### config.mk
export PLATFORM = sky130hd
export DESIGN_NAME = fpu_ss_cmem_obi
export DESIGN_NICKNAME = d
export VERILOG_FILES = /design/src/rtl/acc_pkg.sv /design/src/rtl/fpu_ss_pkg.sv /design/src/rtl/fpu_ss_cmem_obi_fifo.sv /design/src/rtl/fpu_ss_cmem_obi.sv
export SDC_FILE = /design/constraint.sdc
export NUM_CORES = 1
export LEC_CHECK = 0
export ABC_AREA = 1
export BUFFER_PORTS_ARGS = -buffer_cell sky130_fd_sc_hd__buf_2
export CAP_MARGIN = 20
export CORE_UTILIZATION = 25
export CTS_BUF_LIST = sky130_fd_sc_hd__clkbuf_2 sky130_fd_sc_hd__clkbuf_4 sky130_fd_sc_hd__clkbuf_8
export DETAILED_ROUTE_END_ITERATION = 10
export GPL_ROUTABILITY_DRIVEN = 1
export GPL_TIMING_DRIVEN = 0
export PLACE_DENSITY = 0.49
export SLEW_MARGIN = 0
export SYNTH_ARGS = -nofsm -noshare
export SYNTH_HDL_FRONTEND = slang
export SYNTH_SLANG_ARGS = --single-unit
### constraint.sdc
create_clock -name clk_i -period 5 [get_ports clk_i]
set_input_delay 0.75 -clock clk_i [delete_from_list [all_inputs] [get_ports clk_i]]
set_output_delay 0.75 -clock clk_i [all_outputs]
set_load 0.02 [all_outputs]
### src/rtl/acc_pkg.sv
`default_nettype none
// ============================================================================
//  Module      : acc_pkg
//  Description : Accelerator-interface types shared with the core-side
//                request/response channels (request type, address width).
//  Revision    : 1.0 - initial release
// ============================================================================
package acc_pkg;

   localparam int AddrWidth = 32;

   typedef enum logic {
      READ  = 1'b0,
      WRITE = 1'b1
   } mem_req_type_e;

endpackage : acc_pkg
`default_nettype wire

### src/rtl/fpu_ss_pkg.sv
`default_nettype none
// ============================================================================
//  Module      : fpu_ss_pkg
//  Description : FPU-subsystem shared definitions: load/store width
//                encodings, cmem meta/response records, range helper.
//  Revision    : 1.0 - initial release
// ============================================================================
package fpu_ss_pkg;

   localparam logic [2:0] LS_BYTE = 3'b000;
   localparam logic [2:0] LS_HALF = 3'b001;
   localparam logic [2:0] LS_WORD = 3'b010;

   // Per-transaction context kept while the OBI access is outstanding.
   typedef struct packed {
      logic                            we;
      logic [2:0]                      width;
      logic [1:0]                      off;
      logic [acc_pkg::AddrWidth-1:0]   addr;
      logic [31:0]                     hart_id;
   } cmem_meta_t;

   // Fully formed response as presented on the cmem_p channel.
   typedef struct packed {
      logic [31:0]                     rdata;
      logic [4:0]                      range;
      logic                            status;
      logic [acc_pkg::AddrWidth-1:0]   addr;
      logic [31:0]                     hart_id;
   } cmem_rsp_t;

   // Index of the last valid byte; unsupported widths report a full word.
   function automatic logic [4:0] ls_range(input logic [2:0] width);
      case (width)
         LS_BYTE: return 5'd0;
         LS_HALF: return 5'd1;
         default: return 5'd3;
      endcase
   endfunction

endpackage : fpu_ss_pkg
`default_nettype wire

### src/rtl/fpu_ss_cmem_obi_fifo.sv
`default_nettype none
// ============================================================================
//  Module      : stream_fifo
//  Description : Valid/ready style FIFO with occupancy output and optional
//                fall-through when empty.
//  Ports       : clk_i, rst_ni        clock, async active-low reset
//                push_i, data_i       write side
//                full_o               no free slot
//                pop_i, data_o        read side (pop only when valid_o)
//                valid_o              head entry available
//                usage_o              number of stored entries
//  Revision    : 1.0 - initial release
// ============================================================================
module stream_fifo #(
   parameter int DATA_WIDTH   = 32,
   parameter int DEPTH        = 2,
   parameter bit FALL_THROUGH = 1'b0,
   parameter int CNT_W        = $clog2(DEPTH + 1)
) (
   input  logic                  clk_i,
   input  logic                  rst_ni,
   input  logic                  push_i,
   input  logic [DATA_WIDTH-1:0] data_i,
   output logic                  full_o,
   input  logic                  pop_i,
   output logic [DATA_WIDTH-1:0] data_o,
   output logic                  valid_o,
   output logic [CNT_W-1:0]      usage_o
);

   localparam int PTR_W = (DEPTH > 1) ? $clog2(DEPTH) : 1;

   logic [DATA_WIDTH-1:0] r_mem [DEPTH];
   logic [PTR_W-1:0]      r_rd_ptr;
   logic [PTR_W-1:0]      r_wr_ptr;
   logic [CNT_W-1:0]      r_count;

   logic w_empty;
   logic w_bypass;
   logic w_do_push;
   logic w_do_pop;

   function automatic logic [PTR_W-1:0] f_next(input logic [PTR_W-1:0] p);
      return (p == PTR_W'(DEPTH - 1)) ? '0 : p + PTR_W'(1);
   endfunction

   assign w_empty = (r_count == '0);
   assign full_o  = (r_count == CNT_W'(DEPTH));
   assign usage_o = r_count;

   generate
      if (FALL_THROUGH) begin : g_fall_through
         // An entry pushed into an empty FIFO is visible the same cycle;
         // if it is also popped it never touches storage.
         assign valid_o  = ~w_empty | push_i;
         assign data_o   = w_empty ? data_i : r_mem[r_rd_ptr];
         assign w_bypass = w_empty & push_i & pop_i;
      end else begin : g_registered
         assign valid_o  = ~w_empty;
         assign data_o   = r_mem[r_rd_ptr];
         assign w_bypass = 1'b0;
      end
   endgenerate

   assign w_do_push = push_i & ~w_bypass & (~full_o | pop_i);
   assign w_do_pop  = pop_i & valid_o & ~w_bypass;

   always_ff @(posedge clk_i or negedge rst_ni) begin
      if (!rst_ni) begin
         r_rd_ptr <= '0;
         r_wr_ptr <= '0;
         r_count  <= '0;
         for (int i = 0; i < DEPTH; i++) begin
            r_mem[i] <= '0;
         end
      end else begin
         if (w_do_push) begin
            r_mem[r_wr_ptr] <= data_i;
            r_wr_ptr        <= f_next(r_wr_ptr);
         end
         if (w_do_pop) begin
            r_rd_ptr <= f_next(r_rd_ptr);
         end
         case ({w_do_push, w_do_pop})
            2'b10:   r_count <= r_count + CNT_W'(1);
            2'b01:   r_count <= r_count - CNT_W'(1);
            default: r_count <= r_count;
         endcase
      end
   end

endmodule : stream_fifo
`default_nettype wire

### src/rtl/fpu_ss_cmem_obi.sv
`default_nettype none
// ============================================================================
//  Module      : fpu_ss_cmem_obi
//  Description : FPU-subsystem memory stage. Turns cmem load/store requests
//                into OBI data-port accesses and returns in-order responses
//                with aligned, NaN-boxed load data.
//  Ports       : clk_i, rst_ni            clock, async active-low reset
//                cmem_q_*                 request channel (valid/ready)
//                cmem_p_*                 response channel (valid/ready)
//                data_req_o..data_wdata_o OBI address phase
//                data_rvalid_i..data_err_i OBI response phase
//  Revision    : 1.0 - initial release
// ============================================================================
module fpu_ss_cmem_obi
   import acc_pkg::*;
   import fpu_ss_pkg::*;
#(
   parameter int MAX_OUTSTANDING = 2
) (
   input  logic                 clk_i,
   input  logic                 rst_ni,
   // cmem request
   input  logic                 cmem_q_valid_i,
   output logic                 cmem_q_ready_o,
   input  logic [31:0]          cmem_q_laddr_i,
   input  logic [31:0]          cmem_q_wdata_i,
   input  logic [2:0]           cmem_q_width_i,
   input  mem_req_type_e        cmem_q_req_type_i,
   input  logic [31:0]          cmem_q_hart_id_i,
   input  logic [AddrWidth-1:0] cmem_q_addr_i,
   // cmem response
   output logic                 cmem_p_valid_o,
   input  logic                 cmem_p_ready_i,
   output logic [31:0]          cmem_p_rdata_o,
   output logic [4:0]           cmem_p_range_o,
   output logic                 cmem_p_status_o,
   output logic [AddrWidth-1:0] cmem_p_addr_o,
   output logic [31:0]          cmem_p_hart_id_o,
   // OBI data port
   output logic                 data_req_o,
   input  logic                 data_gnt_i,
   output logic [31:0]          data_addr_o,
   output logic                 data_we_o,
   output logic [3:0]           data_be_o,
   output logic [31:0]          data_wdata_o,
   input  logic                 data_rvalid_i,
   input  logic [31:0]          data_rdata_i,
   input  logic                 data_err_i
);

   localparam int CNT_W = $clog2(MAX_OUTSTANDING + 1);

   logic [CNT_W-1:0] r_inflight;
   logic             r_post_rst;

   logic [CNT_W:0]   w_used;
   logic             w_credit;
   logic             w_legal;
   logic             w_obi_acc;
   logic             w_local_acc;
   logic             w_rvalid_ok;
   logic [3:0]       w_be;
   logic [31:0]      w_wdata;
   logic [31:0]      w_shifted;

   cmem_meta_t       w_meta_in;
   cmem_meta_t       w_meta_out;
   logic             w_meta_full;
   logic             w_meta_valid;
   logic [CNT_W-1:0] w_meta_usage;

   cmem_rsp_t        w_rsp_in;
   cmem_rsp_t        w_rsp_out;
   logic             w_rsp_push;
   logic             w_rsp_pop;
   logic             w_rsp_full;
   logic [CNT_W-1:0] w_rsp_usage;

   // Buffered responses hold credit too, so a stalled core can never make
   // the response FIFO overflow when the bus answers.
   assign w_used   = {1'b0, r_inflight} + {1'b0, w_rsp_usage};
   assign w_credit = (w_used < (CNT_W + 1)'(MAX_OUTSTANDING));

   always_comb begin
      w_legal = 1'b0;
      case (cmem_q_width_i)
         LS_BYTE: w_legal = 1'b1;
         LS_HALF: w_legal = ~cmem_q_laddr_i[0];
         LS_WORD: w_legal = (cmem_q_laddr_i[1:0] == 2'b00);
         default: w_legal = 1'b0;
      endcase
   end

   assign data_req_o  = cmem_q_valid_i & w_legal & w_credit;
   assign w_obi_acc   = data_req_o & data_gnt_i;
   // Illegal requests wait for the bus to drain so their error response
   // cannot overtake older loads/stores.
   assign w_local_acc = cmem_q_valid_i & ~w_legal & w_credit & (r_inflight == '0);
   assign cmem_q_ready_o = w_obi_acc | w_local_acc;

   always_comb begin
      w_be    = 4'b0000;
      w_wdata = '0;
      case (cmem_q_width_i)
         LS_BYTE: begin
            w_be    = 4'b0001 << cmem_q_laddr_i[1:0];
            w_wdata = {4{cmem_q_wdata_i[7:0]}};
         end
         LS_HALF: begin
            w_be    = 4'b0011 << cmem_q_laddr_i[1:0];
            w_wdata = {2{cmem_q_wdata_i[15:0]}};
         end
         LS_WORD: begin
            w_be    = 4'b1111;
            w_wdata = cmem_q_wdata_i;
         end
         default: ;
      endcase
   end

   // Address phase is held at zero whenever no request is presented.
   assign data_addr_o  = data_req_o ? {cmem_q_laddr_i[31:2], 2'b00} : '0;
   assign data_we_o    = data_req_o & (cmem_q_req_type_i == WRITE);
   assign data_be_o    = data_req_o ? w_be : '0;
   assign data_wdata_o = data_req_o ? w_wdata : '0;

   assign w_meta_in.we      = (cmem_q_req_type_i == WRITE);
   assign w_meta_in.width   = cmem_q_width_i;
   assign w_meta_in.off     = cmem_q_laddr_i[1:0];
   assign w_meta_in.addr    = cmem_q_addr_i;
   assign w_meta_in.hart_id = cmem_q_hart_id_i;

   // A response with nothing outstanding has no owner and is dropped.
   assign w_rvalid_ok = data_rvalid_i & (r_inflight != '0);

   always_comb begin
      w_shifted = data_rdata_i >> {w_meta_out.off, 3'b000};
      w_rsp_in  = '0;
      if (w_rvalid_ok) begin
         w_rsp_in.addr    = w_meta_out.addr;
         w_rsp_in.hart_id = w_meta_out.hart_id;
         w_rsp_in.range   = ls_range(w_meta_out.width);
         w_rsp_in.status  = data_err_i;
         if (!w_meta_out.we) begin
            case (w_meta_out.width)
               LS_BYTE: w_rsp_in.rdata = {24'hFFFFFF, w_shifted[7:0]};
               LS_HALF: w_rsp_in.rdata = {16'hFFFF, w_shifted[15:0]};
               default: w_rsp_in.rdata = data_rdata_i;
            endcase
         end
      end else begin
         w_rsp_in.addr    = cmem_q_addr_i;
         w_rsp_in.hart_id = cmem_q_hart_id_i;
         w_rsp_in.range   = ls_range(cmem_q_width_i);
         w_rsp_in.status  = 1'b1;
      end
   end

   // Local accepts need in-flight = 0 and bus responses need in-flight > 0,
   // so at most one source pushes a response per cycle.
   assign w_rsp_push = w_rvalid_ok | w_local_acc;
   assign w_rsp_pop  = cmem_p_valid_o & cmem_p_ready_i;

   stream_fifo #(
      .DATA_WIDTH   ($bits(cmem_meta_t)),
      .DEPTH        (MAX_OUTSTANDING),
      .FALL_THROUGH (1'b0)
   ) u_meta_fifo (
      .clk_i   (clk_i),
      .rst_ni  (rst_ni),
      .push_i  (w_obi_acc),
      .data_i  (w_meta_in),
      .full_o  (w_meta_full),
      .pop_i   (w_rvalid_ok),
      .data_o  (w_meta_out),
      .valid_o (w_meta_valid),
      .usage_o (w_meta_usage)
   );

   stream_fifo #(
      .DATA_WIDTH   ($bits(cmem_rsp_t)),
      .DEPTH        (MAX_OUTSTANDING),
      .FALL_THROUGH (1'b0)
   ) u_rsp_fifo (
      .clk_i   (clk_i),
      .rst_ni  (rst_ni),
      .push_i  (w_rsp_push),
      .data_i  (w_rsp_in),
      .full_o  (w_rsp_full),
      .pop_i   (w_rsp_pop),
      .data_o  (w_rsp_out),
      .valid_o (cmem_p_valid_o),
      .usage_o (w_rsp_usage)
   );

   assign cmem_p_rdata_o   = w_rsp_out.rdata;
   assign cmem_p_range_o   = w_rsp_out.range;
   assign cmem_p_status_o  = w_rsp_out.status;
   assign cmem_p_addr_o    = w_rsp_out.addr;
   assign cmem_p_hart_id_o = w_rsp_out.hart_id;

   always_ff @(posedge clk_i or negedge rst_ni) begin
      if (!rst_ni) begin
         r_inflight <= '0;
      end else begin
         case ({w_obi_acc, w_rvalid_ok})
            2'b10:   r_inflight <= r_inflight + CNT_W'(1);
            2'b01:   r_inflight <= r_inflight - CNT_W'(1);
            default: r_inflight <= r_inflight;
         endcase
      end
   end

   // Transactions abandoned by a reset may still be answered by the bus.
   // Such late responses are expected until the first new access is granted.
   always_ff @(posedge clk_i or negedge rst_ni) begin
      if (!rst_ni) begin
         r_post_rst <= 1'b1;
      end else if (w_obi_acc) begin
         r_post_rst <= 1'b0;
      end
   end

   a_no_orphan_rvalid : assert property (@(posedge clk_i) disable iff (!rst_ni)
      !(data_rvalid_i && (r_inflight == '0) && !r_post_rst));
   a_meta_tracks_inflight : assert property (@(posedge clk_i) disable iff (!rst_ni)
      (w_meta_usage == r_inflight));
   a_meta_room : assert property (@(posedge clk_i) disable iff (!rst_ni)
      !(w_obi_acc && w_meta_full));
   a_meta_present : assert property (@(posedge clk_i) disable iff (!rst_ni)
      !(w_rvalid_ok && !w_meta_valid));
   a_rsp_room : assert property (@(posedge clk_i) disable iff (!rst_ni)
      !(w_rsp_push && w_rsp_full && !w_rsp_pop));

endmodule : fpu_ss_cmem_obi
`default_nettype wire

==> metrics.md, run 1 <==
| Metric | Value |
|---|---|
| Total GRT Usage | `18.1%` |
| Area grow syn2layout | `25.4%` |
| Fin. Hold Viols | `0` |
| Cell variety after synth | `33` |
| Reg2reg start | `u_rsp_fifo.usage_o[0]` |
| R2R Path End | `u_meta_fifo.usage_o[1]` |
| Clk buf depth | `3` |
| Crit end category | `output pin` |
| Placed Area | `a little over 20000 µm²` |
| CP arrival | `about 3.0 ns` |
| Die X | `approximately 270 µm` |
| Crit-path slowest cell | `clkbuf_1` |
| Register area share after synthesis | `49.9%` |
| Syn Inst Count | `about 2300` |
| Worst path cell trace | `clkbuf_1, buf_8, buf_1, clkbuf_1, nand2_1, nand2_1, buf_2` |
| Area of the mapped netlist | `17400 µm²` |
| Post-Route Skew | `about 0.049 ns` |
| Row count | `96` |
| Max Freq | `around 0.27 GHz` |
| Post-synth top area cell | `dfrtp_1` |
| # H-tree levels | `3` |
| Drt drc | `0` |
| Post-cts gate resize count | `0` |
| Post-synth ARST share | `100%` |
| Reg2Reg Depth | `12` |
| Rel. slew slack | `between 40% and 50%` |
| Final net count | `~3000` |
| Post-layout minimum cycle time | `~3.7 ns` |
| Leak | `11.7 nW` |
| Ports | `345` |
| Reg2Reg Setup Slack | `2.13 ns` |
| Crit Path Category | `register to output pin` |
| Avg Cell Area, Syn | `roughly 7.4 µm²` |
| Antenna Nets Post-Route | `0` |
| First-pass GRT wire length | `98.2 mm` |
| Post-CTS Setup Bufs | `0` |
| Final Hold Slack | `between 0.09 and 0.1 ns` |
| Ys Warns | `0` |
| CP bufs+invs | `5` |
| Worst path max stage delay | `about 0.48 ns` |
| Dominant cell by count in the synthesized netlist | `nand2_1` |
| Layout cells sized above 1 | `about a fifth` |
| Number of synthesized flops with an enable pin | `0` |
| Die height | `between 200 and 300 µm` |
| Num CTS Buffers | `between 60 and 70` |
| CTS tree | `yes` |
| Yosys top cell area share | `between 40 and 50%` |
| PD cells | `658 nW/µm²` |
| Req. time, crit path | `between 4 and 5 ns` |
| Initial Util | `around a quarter` |
| Largest net degree at the start of global routing | `113` |
| DRT iter0 DRCs | `1284` |
| Final Non-Filler Cells | `between 3000 and 4000` |
| Worst slew pin tran | `just over 0.8 ns` |
| Routed len/inst | `17.3 µm` |
| Hold/Removal Path Class | `input port to async pin` |
| # setup viols final | `0` |
| Clock-pin slew on the worst setup and hold paths | `roughly 0.060 ns` |
| Clock Sinks | `~350` |
| Area contributors post-synth | `dfrtp_1 (50%), nand2_1 (21%), o21ai_0 (7.2%)` |
| Worst-Skew Late Latency | `~0.65 ns` |
| Final Cell Area | `21900 µm²` |
| Drt via density | `~4.4` |
| Power Total | `14.4 mW` |
| Final Cycle Share | `between 70% and 80%` |
| Max Slew Vio Count | `0` |
| Overflow after GRT | `0` |
| Core Region | `approximately 70000 µm²` |
| Vias in the first global route | `between 15000 and 20000` |
| DP Wirelength | `46.7 mm` |
| Placed Instances | `~3600` |
| Peak supply drop | `around 190 µV` |
| Ranking of synthesized cells by instance count | `nand2_1 (994), dfrtp_1 (348), o21ai_0 (251)` |
| Cts-stage hold buffer count | `0` |
| First-pass iteration count of the detailed router | `6` |
| Global placement routability congestion | `slightly above 0.9` |
| Crit path max fanout | `10` |
| I/O Buffers | `about 340` |
| # Max-Cap Violations | `0` |
| Routed wire length | `around 65 mm` |
| Die area | `between 70000 and 80000 µm²` |
| Flop and latch count out of synthesis | `approximately 350` |
| RSZ-0062 raised after global routing | `no` |
| Via count | `16600` |
| CTS root buf | `clkbuf_8` |
| Ys flop type | `dfrtp_1` |
| Top delay family on crit path | `buffers and inverters` |
| Initial antenna violation count | `11` |
| Crit path launch type | `register` |
| Status | `complete, no violations` |
==> layout by cell type (no fill, tap or decap), types with 2 or more instances in the layout <==
cell type     n
clkbuf_8     86
nor2_1      180
ha_1          3
clkinvlp_4    3
buf_6        25
buf_1         8
inv_2         6
nand2_1     994
conb_1        5
nor2_2        3
clkbuf_4     16
nor2_8        2
buf_16        3
nand3_1      77
diode_2       3
buf_12        2
o21ai_0     251
nand3_2       3
inv_1        68
buf_2       389
o21ai_2       3
nand2_2      24
a21oi_1      47
buf_8         3
dfrtp_1     348
bufinv_16     3
xnor2_1       4
o21ai_1     157
xor2_1        4
clkinv_2      3
clkbuf_1     65
buf_4         7
==> worst max-delay path by stage <==
stage	startpoint	to	depth (start not counted)
after global routing	u_rsp_fifo.r_rd_ptr	cmem_p_rdata_o[25]	7
after floorplan	u_rsp_fifo.usage_o[0]	data_addr_o[10]	10
after global placement	rst_ni	u_rsp_fifo.r_mem[82]	1
after detailed placement	cmem_q_width_i[1]	data_wdata_o[12]	9
final	u_rsp_fifo.r_rd_ptr	cmem_p_rdata_o[26]	7
after CTS	u_rsp_fifo.r_rd_ptr	cmem_p_rdata_o[26]	7
==> through the flow <==
step | setup TNS, ns | setup WS, ns | utilization (%)
floorplan | 0 | 2.32 | -
global placement | -1422.26 | -4.16 | 29.5
detailed placement | 0 | 1.85 | 29.7
CTS | 0 | 1.12 | 31.8
global route | 0 | 1.04 | 31.8
finish | 0 | 1.27 | 31.8
==> registers in the layout (all words and copies together), names as in the netlist <==
signal                count
u_meta_fifo.r_mem       140
u_rsp_fifo.r_rd_ptr       1
u_meta_fifo.r_wr_ptr      1
u_rsp_fifo.r_wr_ptr       1
r_inflight                2
u_rsp_fifo.r_mem        198
u_meta_fifo.usage_o       2
u_rsp_fifo.usage_o        2
u_meta_fifo.r_rd_ptr      1
==> worst register-to-register path, cell delays in order, from the launching register on <==
cell,delay [ns]
dfrtp_1,0.44
nand2_1,0.10
inv_1,0.05
fa_1,0.43
inv_1,0.06
nand3_1,0.12
inv_1,0.15
nand4_4,0.36
buf_2,0.35
ha_1,0.33
a21oi_1,0.11
o21ai_0,0.10
xor2_1,0.15
==> where the power goes <==
group	total (mW)	internal, mW	switching, mW
clock	3.06	1.81	1.25
combinational	6.62	2.04	4.58
sequential	4.70	4.05	0.645
total	14.4	7.90	6.48
==> layout make-up <==
type	count	area, µm²
plain buffers	160	923
clock inverters	10	136
inverters	75	282
fillers	7573	47000
clock buffers	102	1300
diodes	3	7.51
repair buffers	343	1800
well taps	931	1160
multi-input cells	1763	7540
flip-flops and latches	348	8710
==> kinds of logic (layout without fill, tap and decap cells) <==
kind of cell / Yosys count / in the layout / synth area share, %
other: 1 / 8 / 0.0215
adders and majority gates: 4 / 4 / 0.330
xor gates and xnor gates: 8 / 8 / 0.402
AOI/OAI and AO/OA: 458 / 458 / 13.2
and+or+nand+nor: 1288 / 1288 / 29.2
buffers and inverters: 235 / 690 / 6.91
DFF: 348 / 348 / 49.9
==> layer usage <==
metal  vias up  global-route usage, %  wire length (µm)
met2       360                   28.5             29800
met1      7832                   25.1             30300
met5         -                      0                80
met3       103                   3.37              3020
met4        12                   5.84              1590
li1       8268                      -                 -
Note: power is estimated with default switching activity, not from simulation.
==> run 2, diff against run 1 <==
--- a/config.mk
+++ b/config.mk
@@ -13,7 +13,7 @@
 export DETAILED_ROUTE_END_ITERATION = 10
 export GPL_ROUTABILITY_DRIVEN = 1
 export GPL_TIMING_DRIVEN = 0
-export PLACE_DENSITY = 0.49
+export PLACE_DENSITY = 0.51
 export SLEW_MARGIN = 0
 export SYNTH_ARGS = -nofsm -noshare
 export SYNTH_HDL_FRONTEND = slang
==> constraint.sdc (replaced) <==
create_clock -name clk_i -period 3.42 [get_ports clk_i]
set_input_delay 0.513 -clock clk_i [delete_from_list [all_inputs] [get_ports clk_i]]
set_output_delay 0.513 -clock clk_i [all_outputs]
set_load 0.02 [all_outputs]
==> run 2 against run 1 <==
Non-clock buffer count fell by 1. Count of clock-buffer cells in the layout shrank 2. Final cell count about the same. First-iteration DRC count grew 0.62%. Critical endpoint is now data_addr_o[10]. Largest cell class unchanged. Largest power group unchanged.
==> metrics.md, run 2 (synthesis gave the netlist of run 1 again) <==
| Metric | Value |
|---|---|
| Uppermost layer routed | `met5` |
| Die X | `between 200 and 300 µm` |
| Overflow after GRT | `0` |
| DP Wirelength | `around 47 mm` |
| # setup viols final | `0` |
| Post-Route Skew | `~0.03 ns` |
| Crit path launch type | `register` |
| Reg2reg start | `u_rsp_fifo.usage_o[0]` |
| CP arrival | `between 2 and 3 ns` |
| Post-CTS Setup Bufs | `0` |
| Fin. Hold Viols | `0` |
| Met1 WL | `between 20 and 30 mm` |
| Die height | `about 270 µm` |
| # H-tree levels | `2` |
| Final net count | `roughly 3000` |
| Worst-Skew Late Latency | `0.66 ns` |
| Routed len/inst | `~17 µm` |
| Initial antenna violation count | `11` |
| Max Slew Vio Count | `0` |
| Power Total | `between 20 and 25 mW` |
| I/O Buffers | `between 300 and 400` |
| First-pass iteration count of the detailed router | `7` |
| Initial Util | `roughly 25%` |
| Via count | `16800` |
| Max Freq | `about 0.31 GHz` |
| Final Non-Filler Cells | `3733` |
| Clock-pin slew on the worst setup and hold paths | `roughly 0.060 ns` |
| Final setup margin | `roughly 0.15 ns` |
| Die area | `70800 µm²` |
| Final design utilization | `between 30% and 40%` |
| Final Cycle Share | `approximately 96%` |
| Commonest non-fill, non-tap cell in the layout | `nand2_1` |
| WHS Endpoint | `u_meta_fifo.r_mem[15]` |
| Crit end category | `output pin` |
| First-pass GRT wire length | `98.3 mm` |
| Status | `complete, no violations` |
| Crit-path slowest cell | `dfrtp_1` |
| Req. time, crit path | `2.91 ns` |
| Met3 wire length | `3.36 mm` |
| Num CTS Buffers | `58` |
| Antenna Nets Post-Route | `0` |
| Worst path cell trace | `nand2_1, inv_1, fa_1, inv_1, nand3_1, inv_2, nand2_2, buf_4, clkbuf_4, nor2_2, buf_2` |
| Peak supply drop | `348 µV` |
| CTS root buf | `clkbuf_8` |
| Clk buf depth | `3` |
| Largest net degree at the start of global routing | `around 120` |
| Reg2Reg Depth | `12` |
| R2R Path End | `u_meta_fifo.usage_o[1]` |
| Final Cell Area | `~22000 µm²` |
| Ports | `345` |
| RSZ-0062 raised after global routing | `no` |
| # Max-Cap Violations | `0` |
| Core Region | `68800 µm²` |
| Post-layout minimum cycle time | `about 3.3 ns` |
| Max reg flops | `198` |
| CTS tree | `yes` |
| Crit path max fanout | `10` |
| Layout cells sized above 1 | `21.2%` |
| Setup_tns | `0 ns` |
| Crit Path Category | `register to output pin` |
| Largest reg by FF count | `u_rsp_fifo.r_mem` |
| Commonest non-fill, non-tap cells in the layout | `nand2_1 (993), buf_2 (382), dfrtp_1 (347)` |
| Final Hold Slack | `0.0869 ns` |
| Area occupied by multi-input gates | `7560 µm²` |
| Hold_sp | `cmem_q_hart_id_i[15]` |
| Met2 wire length | `a little under 30 mm` |
| Placed Area | `around 20000 µm²` |
| Total GRT Usage | `between 10% and 20%` |
| Placed Instances | `roughly 3600` |
| DRT iter0 DRCs | `1292` |
| Worst slew pin tran | `just over 0.7 ns` |
| Pre-CTS worst setup slack | `0.376 ns` |
| Rel. slew slack | `between 50% and 60%` |
| Hold path cells | `3` |
| Clock Sinks | `between 300 and 400` |
| Fill count | `7655` |
| Regs by FF count | `u_rsp_fifo.r_mem: 198 flops, u_meta_fifo.r_mem: 140 flops` |
| Hold/Removal Path Class | `input port to register` |
| Leak | `between 10 and 15 nW` |
| Row count | `96` |
| Vias in the first global route | `between 15000 and 20000` |
| Most frequent CP cell | `inv_1` |
| Global placement routability congestion | `about 0.9` |
| PD cells | `about 950 nW/µm²` |
| Drt drc | `0` |
| Drt via density | `~4.5` |
| Routed wire length | `64.5 mm` |
| Reg2Reg Setup Slack | `about 0.5 ns` |
| Area grow syn2layout | `24.8%` |
| Worst path max stage delay | `roughly 0.43 ns` |
| Sequential cell area | `8710 µm²` |
-- run 2: cell count changes in the layout (fill, tap and decap cells not counted), sizes merged --
cell         delta
bufinv          -3
dlygate4sd3     +1
clkinvlp        -2
clkinv          +2
diode           +4
buf             -4
-- run 2: worst max path at each step --
stage | from | to | slack [ns] | cells past startpoint
6_report | u_rsp_fifo.usage_o[0] | data_addr_o[10] | 0.15 | 11
5_1_grt | u_rsp_fifo.usage_o[0] | data_addr_o[10] | 0.002 | 11
4_1_cts | u_rsp_fifo.usage_o[0] | data_wdata_o[15] | 0.01 | 10
3_5_place_dp | u_rsp_fifo.r_rd_ptr | cmem_p_addr_o[17] | 0.38 | 6
3_3_place_gp | rst_ni | u_rsp_fifo.r_mem[93] | -5.42 | 1
2_1_floorplan | u_rsp_fifo.usage_o[0] | data_addr_o[10] | 0.98 | 10
-- run 2: timing repair --
item / CTS / global route
resized for setup: 5 / 14
hold endpoints to repair: 52 / 0
endpoints found under the setup margin: 130 / 29
hold buffers: 1 / 0
-- run 2: cell type report --
class	instances	share of cell area, %
antenna	7	0.0805
buffer	159	4.27
clock buffer	100	5.72
clock inverter	7	0.201
inverter	75	1.29
multi-input combinational	1763	34.8
sequential	348	40.0
tap	931	5.35
timing repair buffer	343	8.32
-- run 2: power breakdown --
| part | internal, mW | total, mW | switching [mW] |
|---|---|---|---|
| clock | 2.28 | 4.04 | 1.76 |
| sequential | 5.92 | 6.92 | 0.998 |
| combinational | 2.97 | 9.63 | 6.66 |
| total | 11.2 | 20.6 | 9.42 |
-- run 2: critical path: cells and delay by family (launching register included) --
family | cells | cell delay (ns)
simple gates | 4 | 0.45
flops | 1 | 0.43
fa+ha+maj | 1 | 0.43
buf+inv | 6 | 0.80
-- run 2: metal layers --
metal  GRT usage (%)  vias to the layer above
met5               0                        -
met4            6.23                       12
met3            3.23                      115
met2            28.4                      447
met1            24.4                     7940
li1                -                     8248
